[src/rtl/ex_mac_seq_pkg.sv]
// ex_mac_seq_pkg
//   Shared definitions for the EX-stage multiply-accumulate sequencer:
//   bus widths, ALU opcodes acted on by the sequencer, stall/write-enable
//   levels, the sequencer state encoding and small opcode decode helpers.
package ex_mac_seq_pkg;

    localparam int REG_BUS_W    = 32;
    localparam int ALU_OP_BUS_W = 8;

    localparam logic STOP          = 1'b1;
    localparam logic NO_STOP       = 1'b0;
    localparam logic WRITE_ENABLE  = 1'b1;
    localparam logic WRITE_DISABLE = 1'b0;

    localparam logic [ALU_OP_BUS_W-1:0] EXE_NOP_OP   = 8'b0000_0000;
    localparam logic [ALU_OP_BUS_W-1:0] EXE_MADD_OP  = 8'b1010_0110;
    localparam logic [ALU_OP_BUS_W-1:0] EXE_MADDU_OP = 8'b1010_1000;
    localparam logic [ALU_OP_BUS_W-1:0] EXE_MSUB_OP  = 8'b1010_1010;
    localparam logic [ALU_OP_BUS_W-1:0] EXE_MSUBU_OP = 8'b1010_1011;

    typedef enum logic {
        MAC_IDLE = 1'b0,
        MAC_ACC  = 1'b1
    } mac_state_e;

    // True for any of the four multiply-accumulate opcodes.
    function automatic logic is_mac_op(input logic [ALU_OP_BUS_W-1:0] op);
        case (op)
            EXE_MADD_OP, EXE_MADDU_OP, EXE_MSUB_OP, EXE_MSUBU_OP: is_mac_op = 1'b1;
            default:                                              is_mac_op = 1'b0;
        endcase
    endfunction

    // True when the product must be formed with two's-complement operands.
    function automatic logic is_signed_mac_op(input logic [ALU_OP_BUS_W-1:0] op);
        case (op)
            EXE_MADD_OP, EXE_MSUB_OP: is_signed_mac_op = 1'b1;
            default:                  is_signed_mac_op = 1'b0;
        endcase
    endfunction

    // True when the product is subtracted from HI/LO rather than added.
    function automatic logic is_sub_mac_op(input logic [ALU_OP_BUS_W-1:0] op);
        case (op)
            EXE_MSUB_OP, EXE_MSUBU_OP: is_sub_mac_op = 1'b1;
            default:                   is_sub_mac_op = 1'b0;
        endcase
    endfunction

endpackage

[src/rtl/ex_mac_seq_mul_signed_unsigned.sv]
// mul_signed_unsigned
//   Combinational DATA_W x DATA_W -> 2*DATA_W multiplier. With signed_sel
//   high the operands are two's complement: negative operands are negated,
//   magnitudes multiplied, and the result negated when the signs differ.
//   With signed_sel low the operands are zero-extended.
// Ports:
//   a, b       multiplicand / multiplier
//   signed_sel 1 = signed product, 0 = unsigned product
//   product    full-width product
module mul_signed_unsigned #(
    parameter int DATA_W = 32
) (
    input  logic [DATA_W-1:0]   a,
    input  logic [DATA_W-1:0]   b,
    input  logic                signed_sel,
    output logic [2*DATA_W-1:0] product
);

    localparam logic [DATA_W-1:0]   ONE_W  = {{(DATA_W-1){1'b0}}, 1'b1};
    localparam logic [2*DATA_W-1:0] ONE_2W = {{(2*DATA_W-1){1'b0}}, 1'b1};

    logic                a_neg_s;
    logic                b_neg_s;
    logic [DATA_W-1:0]   a_mag_s;
    logic [DATA_W-1:0]   b_mag_s;
    logic [2*DATA_W-1:0] mag_prod_s;

    // Sign/magnitude multiply; 0x80.. negates to itself and is still the
    // correct unsigned magnitude.
    always_comb begin
        a_neg_s    = signed_sel & a[DATA_W-1];
        b_neg_s    = signed_sel & b[DATA_W-1];
        a_mag_s    = a_neg_s ? (~a + ONE_W) : a;
        b_mag_s    = b_neg_s ? (~b + ONE_W) : b;
        mag_prod_s = {{DATA_W{1'b0}}, a_mag_s} * {{DATA_W{1'b0}}, b_mag_s};
        if (a_neg_s ^ b_neg_s) begin
            product = ~mag_prod_s + ONE_2W;
        end else begin
            product = mag_prod_s;
        end
    end

endmodule

[src/rtl/ex_mac_seq.sv]
// ex_mac_seq
//   Two-cycle multiply-accumulate sequencer for the EX stage (MADD, MADDU,
//   MSUB, MSUBU). The first EX cycle registers rs*rt and requests a stall so
//   the instruction is held; the second adds/subtracts the registered product
//   to/from the forwarded HI/LO pair and raises the HI/LO write enable.
// Ports:
//   Clk, Rst          clock (rising edge), asynchronous active-high reset
//   aluop_i           decoded ALU operation
//   reg1_i, reg2_i    forwarded rs / rt operands
//   hi_i, lo_i        forwarded current HI / LO
//   stall_i           EX held by a later-stage stall
//   flush_i           pipeline flush
//   stall_req_o       stall request for EX and earlier stages
//   whilo_o           HI/LO write enable
//   hi_o, lo_o        HI/LO write-back value
//   busy_o            accumulate cycle in progress
module ex_mac_seq
    import ex_mac_seq_pkg::*;
#(
    parameter int DATA_W = 32
) (
    input  logic                    Clk,
    input  logic                    Rst,
    input  logic [ALU_OP_BUS_W-1:0] aluop_i,
    input  logic [DATA_W-1:0]       reg1_i,
    input  logic [DATA_W-1:0]       reg2_i,
    input  logic [DATA_W-1:0]       hi_i,
    input  logic [DATA_W-1:0]       lo_i,
    input  logic                    stall_i,
    input  logic                    flush_i,
    output logic                    stall_req_o,
    output logic                    whilo_o,
    output logic [DATA_W-1:0]       hi_o,
    output logic [DATA_W-1:0]       lo_o,
    output logic                    busy_o
);

    localparam logic [2*DATA_W-1:0] ONE_2W = {{(2*DATA_W-1){1'b0}}, 1'b1};

    mac_state_e          state_r;
    mac_state_e          state_nxt_s;
    logic [2*DATA_W-1:0] hilo_temp_r;
    logic [2*DATA_W-1:0] product_s;
    logic [2*DATA_W-1:0] addend_s;
    logic [2*DATA_W-1:0] acc_sum_s;
    logic                mac_s;
    logic                capture_s;

    assign mac_s = is_mac_op(aluop_i);

    mul_signed_unsigned #(
        .DATA_W (DATA_W)
    ) u_mul (
        .a          (reg1_i),
        .b          (reg2_i),
        .signed_sel (is_signed_mac_op(aluop_i)),
        .product    (product_s)
    );

    // Accumulate the registered product into the live forwarded HI/LO.
    always_comb begin
        if (is_sub_mac_op(aluop_i)) begin
            addend_s = ~hilo_temp_r + ONE_2W;
        end else begin
            addend_s = hilo_temp_r;
        end
        acc_sum_s = {hi_i, lo_i} + addend_s;
    end

    // Next-state and output decode; outputs are all forced low under reset.
    always_comb begin
        state_nxt_s = state_r;
        capture_s   = 1'b0;
        stall_req_o = NO_STOP;
        whilo_o     = WRITE_DISABLE;
        hi_o        = {DATA_W{1'b0}};
        lo_o        = {DATA_W{1'b0}};
        busy_o      = 1'b0;
        case (state_r)
            MAC_IDLE: begin
                if (mac_s) begin
                    stall_req_o = STOP;
                    // Operands are held by our own stall, so a later-stage
                    // stall does not prevent capturing the product.
                    capture_s   = 1'b1;
                    if (flush_i) begin
                        state_nxt_s = MAC_IDLE;
                    end else begin
                        state_nxt_s = MAC_ACC;
                    end
                end else begin
                    state_nxt_s = MAC_IDLE;
                end
            end
            MAC_ACC: begin
                busy_o = 1'b1;
                whilo_o = flush_i ? WRITE_DISABLE : WRITE_ENABLE;
                {hi_o, lo_o} = acc_sum_s;
                if (flush_i || !stall_i) begin
                    state_nxt_s = MAC_IDLE;
                end else begin
                    state_nxt_s = MAC_ACC;
                end
            end
            default: begin
                state_nxt_s = MAC_IDLE;
            end
        endcase
        if (Rst) begin
            stall_req_o = NO_STOP;
            whilo_o     = WRITE_DISABLE;
            hi_o        = {DATA_W{1'b0}};
            lo_o        = {DATA_W{1'b0}};
            busy_o      = 1'b0;
        end else begin
            busy_o = (state_r == MAC_ACC);
        end
    end

    // State and product registers; the product only loads from IDLE.
    always_ff @(posedge Clk or posedge Rst) begin
        if (Rst) begin
            state_r     <= MAC_IDLE;
            hilo_temp_r <= {(2*DATA_W){1'b0}};
        end else begin
            state_r <= state_nxt_s;
            if (capture_s) begin
                hilo_temp_r <= product_s;
            end
        end
    end

endmodule

[config.mk]
export PLATFORM = sky130hd
export DESIGN_NAME = ex_mac_seq
export DESIGN_NICKNAME = d
export VERILOG_FILES = /design/src/rtl/ex_mac_seq_pkg.sv /design/src/rtl/ex_mac_seq_mul_signed_unsigned.sv /design/src/rtl/ex_mac_seq.sv
export SDC_FILE = /design/constraint.sdc
export NUM_CORES = 2
export LEC_CHECK = 0
export CORE_UTILIZATION = 50
export CTS_CLUSTER_DIAMETER = 100
export CTS_CLUSTER_SIZE = 25
export DETAILED_ROUTE_END_ITERATION = 10
export PLACE_DENSITY = 0.71
export REMOVE_ABC_BUFFERS = 1
export SLEW_MARGIN = 10
export SYNTH_ARGS = -nofsm -noshare
export SYNTH_HDL_FRONTEND = slang
export SYNTH_HIERARCHICAL = 1
export SYNTH_SLANG_ARGS = --single-unit
[constraint.sdc]
create_clock -name Clk -period 12 [get_ports Clk]
set_input_delay 2.4 -clock Clk [delete_from_list [all_inputs] [get_ports Clk]]
set_output_delay 2.4 -clock Clk [all_outputs]
set_load 0.01 [all_outputs]
Word-level counts from Yosys, hierarchy flattened
Cells that the tools add are included.
Word-level totals
  word-level logic and storage cells: 46
  flip-flop bits (word level): 65
  output and inout bits: 67
  input bits: 140
Operators by class
  eq/ne operators: 4
  muxes and demuxes: 21
  add/sub/neg operators: 5
  bitwise logic cells: 8
  multiply operators: 1
  reductions and logical operators: 5
Operators with widths (number)
  32-bit two-way mux: 6
  64-bit by 1-bit adder with 64-bit output (second input constant): 2
  64-bit two-way mux: 2
  64-bit inverter: 2
  32-bit by 1-bit adder with 32-bit output (second input constant): 2
  64-bit adder: 1
  32-bit by 32-bit multiplier with 64-bit output: 1
  32-bit inverter: 2
  8-bit equality test (second input constant): 4
  1-bit two-way mux: 12
  2-bit OR reduction: 2
  4-bit OR reduction: 1
  1-bit bitwise AND: 2
  1-bit one-hot mux with 2 select lines: 1
  1-bit logical NOT: 1
  1-bit logical OR: 1
  1-bit inverter: 1
  1-bit XOR: 1

Logic depth before layout (Yosys ltp)
  depth after elaboration: 9
  depth in mapped cells: 41
  gate-level depth less buffers: 37

Modules after synthesis
Netlist, hierarchy kept.
By module, submodules not included
  mul_signed_unsigned: cells each 4300, times used 1, sequential area each 0.0 µm², area an instance 35855.6 µm²
  ex_mac_seq: cells each 1004, times used 1, sequential area each 1626.6 µm², area an instance 8003.9 µm²

Worst setup path after synthesis
No wires, ideal clock.
  path type: input port to flip-flop
  start point: input port reg1_i[0]
  end point: register hilo_temp_r[63]
  data required time: 11.875 ns
  cell stages on the path: 41
  path buffers: 4
  data arrival time: 12.444 ns
  setup slack: -0.569 ns
  library setup time: 0.125 ns
  cells stage by stage: clkbuf_1 -> inv_1 -> clkbuf_1 -> ha_1 -> nor3b_1 -> nand2_1 -> or2_1 -> nor2_1 -> nand2_1 -> nor4_1 -> a21oi_1 -> xor2_1 -> buf_2 -> nand2_1 -> fa_1 -> inv_1 -> fa_1 -> fa_1 -> (+5 left out) -> fa_1 -> inv_1 -> fa_1 -> inv_1 -> ha_1 -> buf_2 -> a21oi_1 -> o21ai_0 -> a21oi_1 -> nand2_1 -> nor3_1 -> nand2_1 -> o311ai_0 -> nand4_1 -> nor4_4 -> a41oi_1 -> xor2_1 -> mux2_2
Between the ends
  longest elaborated chain between the ends: 7
Ends and longest elaborated chain
  start, declared: line ex_mac_seq.sv:25  | input logic [DATA_W-1:0] reg1_i,
  32-bit inverter: line ex_mac_seq_mul_signed_unsigned.sv:33  | a_mag_s = a_neg_s ? (~a + ONE_W) : a;
  32-bit by 1-bit adder with 32-bit output: line ex_mac_seq_mul_signed_unsigned.sv:33
  32-bit two-way mux (*): line ex_mac_seq_mul_signed_unsigned.sv:33
  32-bit by 32-bit multiplier with 64-bit output (*): line ex_mac_seq_mul_signed_unsigned.sv:35  | mag_prod_s = {{DATA_W{1'b0}}, a_mag_s} * {{DATA_W{1'b0}}, b_mag_s};
  64-bit inverter: line ex_mac_seq_mul_signed_unsigned.sv:37  | product = ~mag_prod_s + ONE_2W;
  64-bit by 1-bit adder with 64-bit output: line ex_mac_seq_mul_signed_unsigned.sv:37
  64-bit two-way mux (*): line ex_mac_seq_mul_signed_unsigned.sv:36  | if (a_neg_s ^ b_neg_s) begin
  via product_s[63]: line ex_mac_seq.sv:43  | logic [2*DATA_W-1:0] product_s;
  end signal, assigned: line ex_mac_seq.sv:124  | hilo_temp_r <= {(2*DATA_W){1'b0}};
  end signal, assigned: line ex_mac_seq.sv:128  | hilo_temp_r <= product_s;
  end, declared: line ex_mac_seq.sv:42  | logic [2*DATA_W-1:0] hilo_temp_r;
Mark *: on every way through the listed nets, which the timed path passes. The rest lies on a longest branch.
A chain may end at the register's enable or synchronous reset.

Worst setup path after layout
  start point: input port reg1_i[4]
  end point: register hilo_temp_r[59]
Same word-level chain as after synthesis.

==> run_results.csv <==
group,metric,value,unit
place,post-place-ws,-1.447,ns
layout,num-fill-cells,7185,
layout,final_util,65.21,%
critical_path,critical-path-top-delay-family,"adder cells",
outcome,violations,"negative setup slack",
critical_path,cp.required,12.23,ns
place,placed_cells,7318,
layout,seq_area,1627,µm²
logic_synthesis,syn_area,43860,µm²
grt,grt.total_usage,34.73,%
critical_path,cp.arrival,12.57,ns
hold_path,hp-class,"flop to flop",
logic_synthesis,synth_edf_count,0,
sta,slew_violations,0,
floorplan,coreArea,86890,µm²
grt,grt_pass1_wl,238100,µm
hold_path,min_path_cells,1,
critical_path,crit_type,"input port to flop",
floorplan,die-area,88910,µm²
logic_synthesis,synthFlopType,"dfrtp_1",
layout,multi_input_area,39600,µm²
clocking,cts_tree,"built",
clocking,cts-root-buf,"clkbuf_16",
hold_path,whs_endpoint,"hilo_temp_r[57]$_DFFE_PP0P_",
logic_synthesis,syn_inst,5304,
sta,hold_violations,0,
clocking,numCtsBuffers,9,
critical_path,cpMostUsedCell,"fa_1",
clocking,cts_hold_buf,0,
flow_run,drv_cap,0,
logic_synthesis,async_reset_ff_share,100.0,%
grt,antenna_found_initial,1,
sta,finalCritPeriodShare,102.8,%
outcome,run_status,"finished, violations left",
layout,stdcell_count,7421,
critical_path,worstReg2RegEnd,"hilo_temp_r[53]$_DFFE_PP0P_",
floorplan,die_y,298.2,µm
critical_path,critPathMaxStageDelay,0.57,ns
clocking,clock-sinks,65,
sta,fmax,81.06,MHz
grt,grt_max_degree,67,
detailed_routing,drt_iter0_markers,3377,
sta,fin_crit,12.34,ns
grt,first_global_vias,42815,
logic_synthesis,ys_seq_elements,65,
critical_path,ff2ff_path_depth,3,
critical_path,r2r-start,"state_r$_DFF_PP0_",
layout,fin_nets,7643,
hold_path,hold_start,"hilo_temp_r[57]$_DFFE_PP0P_",
critical_path,ff2ff_setup_slack,10.12,ns
floorplan,start_util,50.48,%
sta,setup_viol,23,
logic_synthesis,ys_warn_count,6,
clocking,cts_buffer_depth,2,
detailed_routing,first_pass_iters,5,
critical_path,critPathMaxFanout,7,
detailed_routing,wirelength,154800,µm
clocking,htreeDepth,3,
detailed_routing,drc,0,
critical_path,cp_slowest_cell,"fa_1",
sta,setup_ws,-0.3373,ns
sta,clock_skew,0.007664,ns
detailed_routing,wire_per_inst,20.85,µm
floorplan,die_w,298.2,µm
critical_path,cp_num_buf_inv,11,
floorplan,row_count,108,
sta,max_slew.worst_pin.slew,0.8847,ns
floorplan,ios,207,
place,port_buffers,206,
layout,area_growth,29.18,%
detailed_routing,ant_nets,0,
place,hpwl,132500,µm
clocking,clkTransAtPathRegs,0.06,ns
layout,drive_gt1_share,21.96,%
critical_path,worstSetupEndpointType,"flop",
critical_path,cp_num_cells,40,
detailed_routing,vias,41383,
place,place_congestion,1.047,
grt,grt_overflow,0,
logic_synthesis,yosysSeqAreaShare,3.709,%
detailed_routing,via_per_inst,5.576,
clocking,clock_latency,0.34,ns
critical_path,crit_path_start_kind,"input port",
sta,rsz0062_at_grt,"true",
logic_synthesis,synth_cell_types,100,
sta,slew_headroom,41.02,%
logic_synthesis,syn_area_per_cell,8.269,µm²
## final cells by class
type	instances	share of cell area, %
Antenna cell	1	0.004417
Tap cell	1155	2.551
Clock inverter	6	0.1590
Timing Repair Buffer	1177	17.98
Inverter	922	6.115
Sequential cell	65	2.871
Clock buffer	10	0.4218
Multi-Input combinational cell	4085	69.89
## sequential cells by signal (all words and copies together), names as in the netlist
signal       flops
state_r          1
hilo_temp_r     64
## synth_stat cells, types with 5 or more instances
master	number	area (µm²)
clkbuf_1	205	769.5
a211o_1	7	61.31
o21ai_1	21	105.1
dfrtp_1	65	1627
o41ai_1	6	52.55
o2111ai_1	5	43.79
xnor2_1	192	1682
or2_2	11	68.82
a41oi_1	7	61.31
o211ai_1	20	150.1
nor3_1	61	305.3
nor4_2	5	62.56
inv_1	922	3461
nand2b_1	15	93.84
and4_1	7	61.31
nand2_1	654	2455
a211oi_1	14	105.1
fa_1	897	17960
and3_1	13	81.33
or4_1	11	82.58
mux2i_1	5	50.05
nor2_1	772	2898
o311ai_0	5	43.79
o21ai_0	126	630.6
a21o_1	59	442.9
o21bai_1	24	180.2
and2_1	30	187.7
a21oi_1	218	1091
nor4_1	30	187.7
o31ai_1	29	217.7
nand3_1	34	170.2
a31oi_1	34	212.7
buf_2	24	120.1
nand3b_1	7	52.55
nand4_1	58	362.9
o21a_1	26	195.2
mux2_2	65	732.0
or3_1	19	118.9
xor2_1	135	1182
nor2b_1	17	106.4
ha_1	346	4329
## worst reg2reg max path: stages, from the launching register on
cell     delay [ns]
dfrtp_1        0.40
or3b_2         0.48
buf_4          0.37
mux2_4         0.50
## logic make-up after synthesis
logic type | count (synthesis) | share of synthesized area, %
adder cells (fa/ha/maj) | 1243 | 50.81
XOR/XNOR | 330 | 6.641
flip-flops | 65 | 3.709
AO/OA/AOI/OAI | 659 | 9.565
AND/OR/NAND/NOR | 1783 | 17.54
buffers and inverters | 1154 | 9.945
multiplexers | 70 | 1.783
## worst max-delay path by stage
stage / from / to / slack, ns
2_1_floorplan: reg1_i[10] / hilo_temp_r[63]$_DFFE_PP0P_ / -0.60
6_report: reg1_i[4] / hilo_temp_r[59]$_DFFE_PP0P_ / -0.34
3_3_place_gp: reg1_i[10] / hilo_temp_r[63]$_DFFE_PP0P_ / -1.25
5_1_grt: reg1_i[4] / hilo_temp_r[59]$_DFFE_PP0P_ / -0.70
4_1_cts: reg1_i[13] / hilo_temp_r[59]$_DFFE_PP0P_ / -0.26
3_5_place_dp: reg1_i[10] / hilo_temp_r[63]$_DFFE_PP0P_ / -1.45
## layout by cell type, fill, tap and decap left out, types with 19 or more instances in the layout
cell type	netlist	routed
inv_1	922	910
buf_4	0	883
fa_1	897	876
nor2_1	772	758
nand2_1	654	629
ha_1	346	313
clkdlybuf4s50_1	0	191
a21oi_1	218	181
xnor2_1	192	167
xor2_1	135	123
o21ai_0	126	102
dfrtp_1	65	65
mux2_2	65	63
a21o_1	59	59
nand4_1	58	58
buf_12	0	57
nor3_1	61	49
o21ai_1	21	37
a21oi_2	2	36
nand3_1	34	33
a31oi_1	34	29
and2_1	30	29
buf_6	0	29
ha_4	0	28
o21a_1	26	24
xnor2_2	3	24
o21bai_1	24	23
nand2_2	1	21
o31ai_1	29	21
fa_2	0	21
o211ai_1	20	20
nor4_1	30	19
## stage by stage
step | hold slack, ns | instance area (µm²) | setup TNS (ns)
floorplan | 0.4795 | 42960 | -10.12
global placement | 0.4989 | 54000 | -32.24
detailed placement | 0.5082 | 54000 | -37.83
CTS | 0.5224 | 55950 | -2.837
global route | 0.5360 | 56660 | -14.91
finish | 0.5221 | 56660 | -4.120
## routing by layer
layer  track usage, %  up-vias  share of wire, %
li1                 -    18487                 -
met1            43.95    20559                38
met2            57.44     1893                48
met3            5.666      444               8.5
met4            17.69        0               6.4
met5                0        -                 0
## timing repair
item,4_1_cts,5_1_grt
resized for setup,262,118
pin swaps,131,95
setup endpoints to repair,35,45
buffers inserted,54,30
gates cloned,1,1
Power is not shown: default switching activity piles up to over one toggle a cycle in this logic, so the estimate is an artifact.
